File: config.mk
export PLATFORM = sky130hd
export DESIGN_NAME = pipeline_controller
export DESIGN_NICKNAME = d
export VERILOG_FILES = /design/src/rtl/pipeline_controller.sv
export SDC_FILE = /design/constraint.sdc
export NUM_CORES = 1
export LEC_CHECK = 0
export ABC_AREA = 1
export CAP_MARGIN = 20
export CORE_MARGIN = 2
export CORE_UTILIZATION = 48
export CTS_BUF_LIST = sky130_fd_sc_hd__clkbuf_16
export DETAILED_ROUTE_END_ITERATION = 6
export GPL_ROUTABILITY_DRIVEN = 0
export GPL_TIMING_DRIVEN = 0
export MAX_ROUTING_LAYER = met4
export PLACE_DENSITY = 0.79
export SYNTH_ARGS = -nofsm -noshare
export SYNTH_HDL_FRONTEND = slang
export SYNTH_SLANG_ARGS = --single-unit
File: constraint.sdc
create_clock -name clk -period 1.6 [get_ports clk]
set_input_delay 0.24 -clock clk [delete_from_list [all_inputs] [get_ports clk]]
set_output_delay 0.24 -clock clk [all_outputs]
set_load 0.1 [all_outputs]
File: src/rtl/pipeline_controller.sv
// rtl/pipeline_controller.sv - hazard, forwarding, memory-wait and branch-flush control for a 3-stage D/E/W pipeline
module pipeline_controller #(
  parameter int FLUSH_DEPTH = 2,
  parameter int MEM_TIMEOUT = 255,
  parameter int STALL_CNT_W = 16
) (
  input  logic                   clk,
  input  logic                   rst,
  input  logic                   d_valid,
  input  logic [4:0]             d_rs1,
  input  logic [4:0]             d_rs2,
  input  logic                   d_rs1_used,
  input  logic                   d_rs2_used,
  input  logic [4:0]             d_rd,
  input  logic                   d_wen,
  input  logic                   d_is_load,
  input  logic                   d_is_mem,
  input  logic                   e_branch_taken,
  input  logic                   mem_ack,
  output logic                   pc_en,
  output logic                   f_d_en,
  output logic                   d_e_en,
  output logic                   e_w_en,
  output logic                   f_d_flush,
  output logic                   d_e_bubble,
  output logic [1:0]             fwd_rs1_sel,
  output logic [1:0]             fwd_rs2_sel,
  output logic                   mem_req,
  output logic                   mem_err,
  output logic [STALL_CNT_W-1:0] stall_count
);

  typedef enum logic [1:0] {RUN, MEM_WAIT, BR_FLUSH} state_t;

  typedef struct packed {
    logic       valid;
    logic [4:0] rd;
    logic       wen;
    logic       is_load;
    logic       is_mem;
  } rec_t;

  localparam logic [8:0] TMO_LAST   = 9'(MEM_TIMEOUT - 1);
  localparam logic [2:0] FLUSH_LOAD = 3'(FLUSH_DEPTH - 1);

  state_t                 state, state_n;
  rec_t                   e_r, w_r, d_rec;
  logic [2:0]             fl_cnt, fl_cnt_n;
  logic [8:0]             tmo_cnt;
  logic                   mem_err_r;
  logic [STALL_CNT_W-1:0] stall_r;
  logic                   br_taken, load_use, tmo_hit, released;

  function automatic logic [1:0] fwd_sel(input logic used, input logic [4:0] rs,
                                         input rec_t e, input rec_t w);
    logic [1:0] sel;
    sel = 2'b00;
    if (used && rs != 5'd0) begin
      if (e.valid && e.wen && e.rd == rs && !e.is_load) sel = 2'b01;
      else if (w.valid && w.wen && w.rd == rs)          sel = 2'b10;
    end
    return sel;
  endfunction

  function automatic logic load_hit(input logic used, input logic [4:0] rs, input rec_t e);
    return used && rs != 5'd0 && e.valid && e.wen && e.is_load && e.rd == rs;
  endfunction

  always_comb begin
    d_rec    = {d_valid, d_rd, d_wen, d_is_load, d_is_mem};
    br_taken = e_branch_taken && e_r.valid;
    load_use = load_hit(d_rs1_used, d_rs1, e_r) || load_hit(d_rs2_used, d_rs2, e_r);
    tmo_hit  = (state == MEM_WAIT) && (tmo_cnt == TMO_LAST);
    // The ack (or timeout) cycle of MEM_WAIT behaves exactly like a RUN cycle.
    released = (state == RUN) || ((state == MEM_WAIT) && (mem_ack || tmo_hit));

    pc_en       = 1'b1;
    f_d_en      = 1'b1;
    d_e_en      = 1'b1;
    e_w_en      = 1'b1;
    f_d_flush   = 1'b0;
    d_e_bubble  = 1'b0;
    mem_req     = 1'b0;
    fwd_rs1_sel = 2'b00;
    fwd_rs2_sel = 2'b00;
    state_n     = state;
    fl_cnt_n    = fl_cnt;

    if (!rst) begin
      fwd_rs1_sel = fwd_sel(d_rs1_used, d_rs1, e_r, w_r);
      fwd_rs2_sel = fwd_sel(d_rs2_used, d_rs2, e_r, w_r);
      case (state)
        BR_FLUSH: begin
          f_d_flush  = 1'b1;
          d_e_bubble = 1'b1;
          if (fl_cnt <= 3'd1) state_n = RUN;
          else                fl_cnt_n = fl_cnt - 3'd1;
        end
        default: begin
          mem_req = (state == MEM_WAIT);
          if (!released) begin
            pc_en  = 1'b0;
            f_d_en = 1'b0;
            d_e_en = 1'b0;
            e_w_en = 1'b0;
          end else begin
            state_n = RUN;
            if (br_taken) begin
              f_d_flush  = 1'b1;
              d_e_bubble = 1'b1;
              if (FLUSH_DEPTH > 1) begin
                state_n  = BR_FLUSH;
                fl_cnt_n = FLUSH_LOAD;
              end
            end else if (load_use) begin
              pc_en      = 1'b0;
              f_d_en     = 1'b0;
              d_e_bubble = 1'b1;
            end else if (d_valid && d_is_mem) begin
              state_n = MEM_WAIT;
            end
          end
        end
      endcase
    end
  end

  always_ff @(posedge clk) begin
    if (rst) begin
      state     <= RUN;
      e_r       <= '0;
      w_r       <= '0;
      fl_cnt    <= '0;
      tmo_cnt   <= '0;
      mem_err_r <= 1'b0;
      stall_r   <= '0;
    end else begin
      state  <= state_n;
      fl_cnt <= fl_cnt_n;
      if (d_e_en) e_r <= (d_e_bubble || !d_valid) ? '0 : d_rec;
      if (e_w_en) w_r <= e_r;
      tmo_cnt <= (state == MEM_WAIT && !released) ? tmo_cnt + 9'd1 : 9'd0;
      if (tmo_hit && !mem_ack) mem_err_r <= 1'b1;
      if (!pc_en && stall_r != '1) stall_r <= stall_r + STALL_CNT_W'(1);
    end
  end

  assign mem_err     = mem_err_r && !rst;
  assign stall_count = rst ? '0 : stall_r;

endmodule

# Word-level counts from Yosys, hierarchy flattened
# Index checks and enable logic that the tools add are counted.
[op_classes]
n_addsub = 3
multipliers = 0
n_div = 0
magnitude_cmp = 1
eq_ne = 10
shift = 0
n_mux = 39
n_bitwise = 1
n_reduce_logical = 44
[ops]
columns = ["op", "n"]
rows = [
  ["$logic_and 1x1->1", 26],
  ["$mux 2", 12],
  ["$mux 1", 21],
  ["$eq 5x5->1", 4],
  ["$add 16x1->16 const B", 1],
  ["$mux 16", 1],
  ["$ne 16x16->1 const B", 1],
  ["$mux 3", 4],
  ["$reduce_bool 5->1", 2],
  ["$add 9x1->9 const B", 1],
  ["$eq 9x8->1 const B", 1],
  ["$mux 9", 1],
  ["$logic_not 1->1", 6],
  ["$logic_or 1x1->1", 4],
  ["$ne 2x2->1 const B", 2],
  ["$reduce_bool 2->1", 2],
  ["$le 3x1->1 const B", 1],
  ["$reduce_and 3->1", 1],
  ["$sub 3x1->3 const B", 1],
  ["$eq 2x1->1 const B", 1],
  ["$eq 2x2->1 const B", 1],
  ["$logic_not 2->1", 1],
  ["$reduce_and 2->1", 1],
  ["$reduce_or 2->1", 1],
  ["$not 1->1", 1],
]
[totals]
reg_bits = 46
latchBits = 0
ram_bits = 0
romBits = 0
in_bits = 25
out_inout_bits = 28
word_cells = 110
memories = 0

# Longest topological paths before layout
[depth]
word_depth = 14
depth_mapped = 14

# Worst setup path after synthesis
# OpenSTA, ideal clock, no wires.
[synth_path]
path_type = "in2out"
from = "in rst"
to = "out fwd_rs1_sel[1]"
arrival_time_ns = 3.989
required_time_ns = 1.360
setup_slack_ns = -2.629
stages = 7
n_path_buf = 2
cell_sequence = "buf_2 inv_1 buf_4 nand3_1 nor2_1 nand3_1 nor4b_1"
[synth_via]
elab_chain_cells = 1
[synth_rtl]
columns = ["item", "line", "rtl"]
rows = [
  ["start: declaration", "8", "input logic rst,"],
  ["$mux 2", "89", "if (!rst) begin"],
  ["end: declaration", "26", "output logic [1:0] fwd_rs1_sel,"],
]
# Every way passes these cells.

# Worst setup path in the final report
[layout_path]
from = "reg state[1]"
to = "out pc_en"
[layout_via]
elab_chain_cells = 8
elab_cells_between_ends = 10
classes_between = "2 x eq/ne; 3 x mux; 5 x reduce/logical"
[layout_rtl]
columns = ["item", "line", "rtl"]
rows = [
  ["start: declaration", "46", "state_t state, state_n;"],
  ["start signal: assignment", "138", "state <= state_n;"],
  ["$eq 2x1->1", "73, 75", ""],
  ["$logic_and 1x1->1", "73", "tmo_hit = (state == MEM_WAIT) && (tmo_cnt == TMO_LAST);"],
  ["$logic_or 1x1->1", "75", "released = (state == RUN) || ((state == MEM_WAIT) && (mem_ack || tmo_hit));"],
  ["$logic_and 1x1->1", "75", ""],
  ["$logic_or 1x1->1", "75", ""],
  ["$mux 1", "101", "if (!released) begin"],
  ["$mux 1 *", "92", "case (state)"],
  ["$mux 1 *", "89", ""],
  ["end: declaration", "20", "output logic pc_en,"],
]
# Every way passes the cells marked *; elsewhere a longest branch is shown, timed or not.

==> out/metrics.csv <==
metric,value,unit
Final Hold Fails,0,
CTS tree,built,
most frequent cells in the layout,"nand2_1 (46), inv_1 (42), buf_4 (36)",
Int Pwr,2.10,mW
switching part of the total,31.9,%
violated checks,setup timing,
crit-path leading delay family,buffers and inverters,
Final nets,534,
Seq cells post-synth,46,
setup TNS,-10.24,ns
Tightest Pin Transition,0.765,ns
# rows,28,
WL final,9560,um
die height,81.4,um
net count after synthesis,443,
"Seq/Total Area, Yosys",32.0,%
Longest Clk Path Bufs,2,
"Worst Setup Slack, final",-0.611,ns
hold path cells,2,
Pwr Density,658,mW/mm^2
Mapped Cells,413,
RSZ-0062 raised after global routing,yes,
Netlist Area Pre-Place,0.00288,sq mm
Yosys warning total,0,
# diodes,0,
vias post-DR,3132,
worst reg2reg path depth,13,
CP max FO,4,
switching power,0.984,mW
vias in the first global route,3112,
crit path kind,reg2out,
Tot GR Track Use,28.0,%
Hold WC Path Type,in2reg,
WL per Instance,16.5,um
drt first pass iters,4,
Worst Path Buf+Inv,6,
CP cell instances,"inv_1, nor2_4, nor2_1, inv_2, nor2_1, nand2_4, nand2_8, buf_8, clkinvlp_4, buf_12, buf_12",
max incr delay on CP,0.32,ns
Post-Place Worst Slack,-1.71,ns
Tmin final,2.21,ns
"Core Util, Final",80.1,%
CTS root buffer,clkbuf_16,
Leak,1.79,nW
H-tree depth,2,
hold_ws,0.180,ns
layout cells sized above 1,45.3,%
"most common cell after layout, fill and taps aside",nand2_1,
final slew viol count,0,
cts hold-fix bufs,0,
share of power burned in registers,40.0,%
Slew HR,49.0,%
Via density,5.40,
Clock power frac,33.3,%
Pwr Total,3.08,mW
DIE WIDTH,81.4,um
Critical Path Source Type,register,
final setup fails,41,
Layout area overhead,63.0,%
Logic pwr share,26.7,%
Fin Clk Skew,0.00853,ns
maximum vdd drop,0.000470,V
period utilisation layout,138,%
boundary pin count,53,
DRC,0,
initial antenna violation count,0,
post-synth cell types,38,
clock sinks,46,
PortBufs,51,
clock latency at the later pin of the worst-skew pair,0.29,ns
Initial DRC Count,206,
arrival time worst endpoint,1.97,ns
total global routing overflow,0,
synthesized area per cell,6.96,sq um
Worst EP required,1.36,ns
"Max stage delay cell, worst path",dfxtp_1,
largest net degree at the start of global routing,15,
cell count along the critical path,11,
Core Area,0.00585,sq mm
hpwl dp,5290,um
status,"finished, violations left",
first-pass GRT wire length,13900,um
clock transition at the registers of the reported paths,0.07,ns
Max Clock Freq,452,MHz
Initial Utilization,49.1,%
number of nets with antenna violations after routing,0,
max_cap viols,0,
Critical Path Sink Type,output pin,
full die area,0.00663,sq mm
cts bufs inserted,5,
-- logic make-up (layout without fill, tap and decap cells) --
family | Yosys count | count (layout) | synth area share (%)
buf+inv | 71 | 163 | 10.6
simple gates | 216 | 216 | 36.4
flops | 46 | 46 | 32.0
compound gates | 49 | 49 | 10.8
fa+ha+maj | 5 | 5 | 2.18
xor+xnor | 26 | 26 | 7.92
-- area by class of cell --
type	count	area (sq um)
Timing Repair Buffer	84	897
Inverter	58	241
Fill cell	364	1160
Clock inverter	3	16.3
Clock buffer	5	125
Sequential cell	46	945
Tap cell	75	93.8
Multi-Input combinational cell	296	2210
Buffer	13	154
-- routing by layer --
layer  up-vias  GRT usage, %  share of wire [%]  routed length [um]
li1       1503             -                  -                   -
met1      1481          30.1                 39                3710
met2       110          50.3                 53                5030
met3        38          3.67                4.8                 460
met4         0          13.9                3.8                 361
met5         -             -                  0                   0
-- path summary, 6_finish.rpt --
| path | from | endpoint | slack [ns] |
|---|---|---|---|
| worst max-delay path | state[1] | pc_en | -0.61 |
| worst min-delay path | rst | w_r[4] | 0.18 |
| worst max register to register | state[1] | stall_r[4] | -0.33 |
| worst min register to register | tmo_cnt[0] | tmo_cnt[0] | 0.45 |
-- Yosys cell counts --
cell	count	share of area, %
inv_1	53	6.9
xor2_1	21	6.4
nor3b_1	1	0.26
nand2_8	2	1.4
nand4_1	5	1.1
nand2_1	75	9.8
ha_1	5	2.2
o21ai_1	1	0.17
dfxtp_1	46	32
xnor2_1	5	1.5
inv_2	5	0.65
nor3_2	2	0.70
a21oi_2	11	3.4
nand2_4	2	0.78
nand3_1	44	7.7
a2111oi_0	1	0.30
or2_2	2	0.44
nor2_2	2	0.44
o21a_1	2	0.52
nand3b_1	1	0.26
nand4_2	1	0.44
nor2_4	2	0.78
nor3_1	8	1.4
nor2_1	60	7.8
buf_2	1	0.17
buf_1	2	0.26
nand3_4	2	1.2
clkbuf_1	2	0.26
o21ai_0	10	1.7
o21bai_1	2	0.52
o21ai_2	1	0.30
nand2_2	5	1.1
nor4b_1	1	0.30
a211oi_1	3	0.78
buf_4	6	1.6
a21oi_1	18	3.1
buf_6	2	0.78
nor3_4	1	0.57
-- flip-flops by register name (all words and copies together), names as in the netlist --
| name | cells |
|---|---|
| e_r | 8 |
| fl_cnt | 3 |
| mem_err_r | 1 |
| stall_r | 16 |
| state | 2 |
| tmo_cnt | 9 |
| w_r | 7 |
-- stage by stage --
| stage | instances | area (sq um) |
|---|---|---|
| 6_report | 580 | 4690 |
| 5_1_grt | 580 | 4690 |
| 4_1_cts | 578 | 4450 |
| 3_5_place_dp | 539 | 3810 |
| 3_3_place_gp | 539 | 3810 |
| 2_1_floorplan | 413 | 3200 |
-- power by group through the flow --
stage	logic, mW	clock network [mW]	registers (mW)
2_1_floorplan	0.400	0	1.24
3_3_place_gp	0.546	0	1.24
3_5_place_dp	0.551	0	1.24
4_1_cts	0.698	1.03	1.22
5_1_grt	0.868	1.08	1.23
6_report	0.823	1.03	1.23
-- worst reg2reg max path: cells and delay by family (launching register included) --
kind                   cells  cell delay (ns)
buffers and inverters      5             0.68
DFF                        1             0.32
and+or+nand+nor            7             0.75
AOI/OAI and AO/OA          1             0.04
-- timing repair --
action / CTS / global route
endpoints found under the setup margin: 55 / 46
cloned: 1 / 0
pin swaps: 24 / 23
gates resized for setup: 264 / 68
setup buffers: 30 / 12
(Power assumes the default switching activity.)
==> RTL edit 1, RTL diff (config.mk and constraints unchanged) <==
The 3 states of `state_t` get a one-hot encoding in 3 bits.
--- a/src/rtl/pipeline_controller.sv
+++ b/src/rtl/pipeline_controller.sv
@@ -32,3 +32,3 @@
 
-  typedef enum logic [1:0] {RUN, MEM_WAIT, BR_FLUSH} state_t;
+  typedef enum logic [2:0] {RUN = 3'b001, MEM_WAIT = 3'b010, BR_FLUSH = 3'b100} state_t;
 
Formal check against the unedited RTL: no difference found for any inputs over 4 cycles, from zero or initial values and one cycle with rst high; so few cycles prove little.
==> RTL edit 1 against the original RTL <==
  * The run still ends with negative setup slack left
  * Synthesized cell count grew 2.4%
  * Via count rose by 4.0%
  * Critical path depth up 1
  * Final area is 4.4% lower
  * Clock skew is 0.0011 ns lower
  * Sequential cell count rose by 1
  * Routed wire length grew 0.20%
  * Setup slack improved by 0.13 ns
  * Area after synthesis shrank 1.0%
  * Fmax up 6.3%
  * Critical path type unchanged
  * Critical endpoint unchanged
  * Highest routed layer unchanged
Power is not compared: it rests on default switching activity, and its combinational part moved more than twofold at a synthesized area within 25%.
==> RTL edit 1: results (changes against the original RTL) <==
Outcome
  – Status: finished, violations left
  – Violated checks: negative setup slack

Global routing
  – First-pass GRT wire length: 13.31 mm (-4.1%)
  – All-layer global routing usage: 0.2673 (-0.01274)
  – Met3 usage: 0.04111 (+0.004444)
  – Global Route met2 Usage: 0.4917 (-0.01154)
  – Largest net degree at the start of global routing: 17 (+2)
  – Global Route met1 Usage: 0.2830 (-0.01758)

Clock network
  – CTS Root Cell: clkbuf_16
  – Hold_buf cts: 0 (unchanged)

Setup path
  – Top delay family on crit path: simple AND/OR/NAND/NOR gates
  – Slowest stage cell, crit path: dfxtp_2

STA
  – Slack of the critical path: -0.4803 ns (+0.1303 ns)
  – Final setup vio count: 37 (-9.8%)
  – Max transition margin: 0.4746 (-0.01539)
  – Layout Skew: 0.007469 ns (-0.001064 ns)

Yosys
  – Cells taking the most area after synthesis: dfxtp_1 33%, nand2_1 13%, nor2_1 7.9%
  – Syn Nets: 453 (+2.3%)
  – Commonest cells post-synth: 95 x nand2_1, 60 x nor2_1, 47 x dfxtp_1
  – Cell area after technology mapping: 2845 um^2 (-1.0%)
  – Cells after Synth: 423 (+2.4%)

Layout
  – Nets: 542 (+1.5%)
  – Fillers: 425 (+17%)
  – Share of layout cells above drive strength 1: 0.3587 (-0.09479)

Routing
  – Vias: 3256 (+4.0%)
  – Avg WL per Cell: 16.29 um (-1.2%)
  – First DRT Iteration DRCs: 264 (+28%)
  – DRT Pass-1 Iters: 5 (+1)

Placement
  – Detailed placement HPWL: 5.501 mm (+3.9%)
  – Post-placement cell count: 549 (+1.9%)
## RTL edit 1: changes by cell type after synthesis, sizes merged, moves of 2 or more
cell | unedited run | this run
buf | 11 | 5
nand2 | 84 | 95
clkbuf | 2 | 7
nand4 | 6 | 21
nor4 | 0 | 3
inv | 58 | 50
a211oi | 3 | 1
nand3 | 46 | 37
xnor2 | 5 | 7
o21bai | 2 | 0
## RTL edit 1: final timing paths
check                   startpoint                  endpoint  depth (start not counted)  slack, ns
min reg2reg  tmo_cnt[3]$_SDFF_PP0_     tmo_cnt[3]$_SDFF_PP0_                          2       0.49
max reg2reg    e_r[6]$_SDFFE_PP0P_  stall_r[15]$_SDFFE_PP0P_                         15      -0.43
max            e_r[6]$_SDFFE_PP0P_                     pc_en                         12      -0.48
min                            rst     state[1]$_SDFFE_PP0P_                          3       0.29
## RTL edit 1: logic make-up (layout without fill, tap and decap cells)
group / Yosys count / count (layout) / synth area share
flops: 47 / 47 / 0.3307
compound gates: 43 / 43 / 0.08400
fa+ha+maj: 5 / 5 / 0.02199
xor+xnor: 28 / 28 / 0.08619
buf+inv: 63 / 153 / 0.09190
simple gates: 237 / 237 / 0.3852
## RTL edit 1: what timing repair did
item	CTS	global route
pin swaps	17	27
gates cloned	1	0
setup endpoints to repair	55	52
setup buffers	18	15
gates resized for setup	228	66
## RTL edit 1: power by group through the flow
stage	clock network [mW]	registers (mW)	logic, mW
2_1_floorplan	0	1.34	0.836
6_report	1.23	1.35	1.67
4_1_cts	1.24	1.34	1.35
3_3_place_gp	0	1.36	1.07
3_5_place_dp	0	1.36	1.08
5_1_grt	1.28	1.35	1.76
## RTL edit 1: per-layer routing
layer  wire length [um]  vias to the layer above
li1                   -                     1549
met1               3651                     1536
met2               5081                      148
met3                616                       23
met4                231                        0
met5                  0                        -
## RTL edit 1: layout make-up
cell class | count | share of cell area
flip-flops and latches | 47 | 0.2185
inverters | 51 | 0.04918
multi-input cells | 313 | 0.4552
repair buffers | 82 | 0.1872
clock buffers | 5 | 0.02794
clock inverters | 3 | 0.01062
well taps | 75 | 0.02096
plain buffers | 12 | 0.03046
## RTL edit 1: stage by stage
| stage | cell area, um^2 | total power [mW] | worst slack [ns] | utilization | setup TNS, ns |
|---|---|---|---|---|---|
| floorplan | 3100 | 2.178 | -0.5833 | - | -15.59 |
| global placement | 3705 | 2.422 | -1.656 | 0.6370 | -37.19 |
| detailed placement | 3705 | 2.442 | -1.694 | 0.6370 | -38.30 |
| CTS | 4151 | 3.922 | -0.4901 | 0.7139 | -7.271 |
| global route | 4478 | 4.389 | -0.5677 | 0.7700 | -14.43 |
| finish | 4478 | 4.250 | -0.4803 | 0.7700 | -10.49 |
==> RTL edit 2, RTL diff (same flow settings) <==
Without the edit above. Change the parameter `STALL_CNT_W` from 16 to 32.
--- a/src/rtl/pipeline_controller.sv
+++ b/src/rtl/pipeline_controller.sv
@@ -4,3 +4,3 @@
   parameter int MEM_TIMEOUT = 255,
-  parameter int STALL_CNT_W = 16
+  parameter int STALL_CNT_W = 32
 ) (
Interface: changed (resized stall_count); port bits go from 53 to 69. The function was not compared with the original's and may differ.
==> RTL edit 2 against the original RTL <==
  * The run ends with design-rule violations, negative setup slack left
  * Sequential cell count grew 16
  * Largest power group is now clock
  * Critical path depth up 1
  * Highest routed layer unchanged
  * Area after synthesis rose by 36%
  * Register-to-register slack got worse by 0.18 ns
  * First-iteration DRC count rose to 3.7 times the old value
  * Global-route usage is 3.6 points higher
  * Cell count up 47%
  * Final area up 42%
  * Setup slack worse by 0.050 ns
  * Total power is 58% higher
  * Routed wire length is 81% higher
  * Count of clock-buffer cells in the layout up 4
  * Via count up 66%
==> RTL edit 2: results (changes against the original RTL) <==
Outcome
  – Status: finished, violations left
  – Violated checks: design-rule violations, negative setup slack

Routing
  – Metal2 WL: 8.197 mm (+63%)
  – First DRT Iteration DRCs: 756 (+270%)
  – WL met1: 6.174 mm (+66%)
  – Avg WL per Cell: 20.27 um (+23%)
  – Drt drc: 20 (+20)
  – DRT Wirelength: 17.27 mm (+81%)
  – DR WL met3: 1.713 mm (+270%)
  – DRT Pass-1 Iters: 7 (+3)

Power and ir drop
  – Main power group: clock
  – Leak pwr: 2.433 nW (+36%)
  – Pwr Density: 735.3 nW/um^2 (+12%)
  – VDD IR max: 658.3 uV (+40%)
  – Seq pwr: 1.63 mW (+33%)
  – Logic pwr share: 0.194 (-0.073)

Yosys
  – Post-synth cell types: 34 (-11%)
  – Syn Nets: 650 (+47%)
  – Cells taking the most area after synthesis: dfxtp_1 32%, nand2_1 15%, nor2_1 9.5%
  – Sequential cell area fraction in the yosys report: 0.3177 (-0.002533)
  – Cells after Synth: 620 (+50%)
  – Commonest cells post-synth: 155 x nand2_1, 99 x nor2_1, 69 x inv_1

Global routing
  – Global Route met1 Usage: 0.3795 (+0.07895)
  – Largest net degree at the start of global routing: 12 (-3)
  – All-layer global routing usage: 0.3161 (+0.03603)
  – First-pass GRT wire length: 21.62 mm (+56%)
  – Global Route met2 Usage: 0.5310 (+0.02767)
  – Vias in the first global route: 4500 (+45%)

Setup path
  – Top delay family on crit path: simple AND/OR/NAND/NOR gates
  – Peak fanout along the critical path: 5 (+1)
  – Worst r2r src: stall_r[2]$_SDFFE_PP0P_
  – Register-to-Register Setup Slack: -0.51 ns (-0.18 ns)
  – Worst R2R Path Depth: 8 (-5)
  – Reg2reg end: stall_r[31]$_SDFFE_PP0P_
  – Crit path largest cell delay: 0.37 ns (+0.05 ns)
  – Worst EP arrival: 2.02 ns (+0.05 ns)

STA
  – Max transition margin: 0.5128 (+0.02281)
  – WHS: 0.2916 ns (+0.1111 ns)
  – Final setup vio count: 62 (+51%)
  – Slack of the critical path: -0.6607 ns (-0.05019 ns)

Layout
  – Fillers: 376 (+3.3%)
  – Nets: 775 (+45%)
  – Largest registers: stall_r: 32 flops, tmo_cnt: 9 flops, e_r: 8 flops

Min path
  – Hold EP: mem_err_r$_SDFFE_PP0P_

Placement
  – PortBufs: 67 (+31%)
  – Post-placement cell count: 789 (+46%)
  – Pre-CTS WS: -1.694 ns (+0.01878 ns)

Clock network
  – Worst skew pair latency: 0.34 ns (+0.05 ns)
==> RTL edit 2: cell types whose count changed after synthesis, sizes merged, moves of 5 or more <==
cell | before | now
inv | 58 | 73
nor2 | 64 | 101
nor3 | 11 | 16
a21oi | 29 | 47
nand2 | 84 | 159
nand3 | 46 | 64
dfxtp | 46 | 62
xor2 | 21 | 33
clkbuf | 2 | 12
==> RTL edit 2: layout make-up <==
type	instances	area, um^2	area share
Buffer	19	224.0	0.03375
Sequential cell	62	1285	0.1937
Clock buffer	9	225.2	0.03394
Inverter	74	300.3	0.04526
Timing Repair Buffer	116	1150	0.1733
Multi-Input combinational cell	463	3211	0.4839
Clock inverter	7	112.6	0.01697
Tap cell	102	127.6	0.01923
==> RTL edit 2: kinds of logic (layout without fill, tap and decap cells) <==
group,Yosys count,in the layout,share of synthesized area
AOI/OAI and AO/OA,65,65,0.08616
and+or+nand+nor,354,354,0.3908
DFF,62,62,0.3177
adders and majority gates,5,5,0.01602
buffers and inverters,95,225,0.1019
xor gates and xnor gates,39,39,0.08744
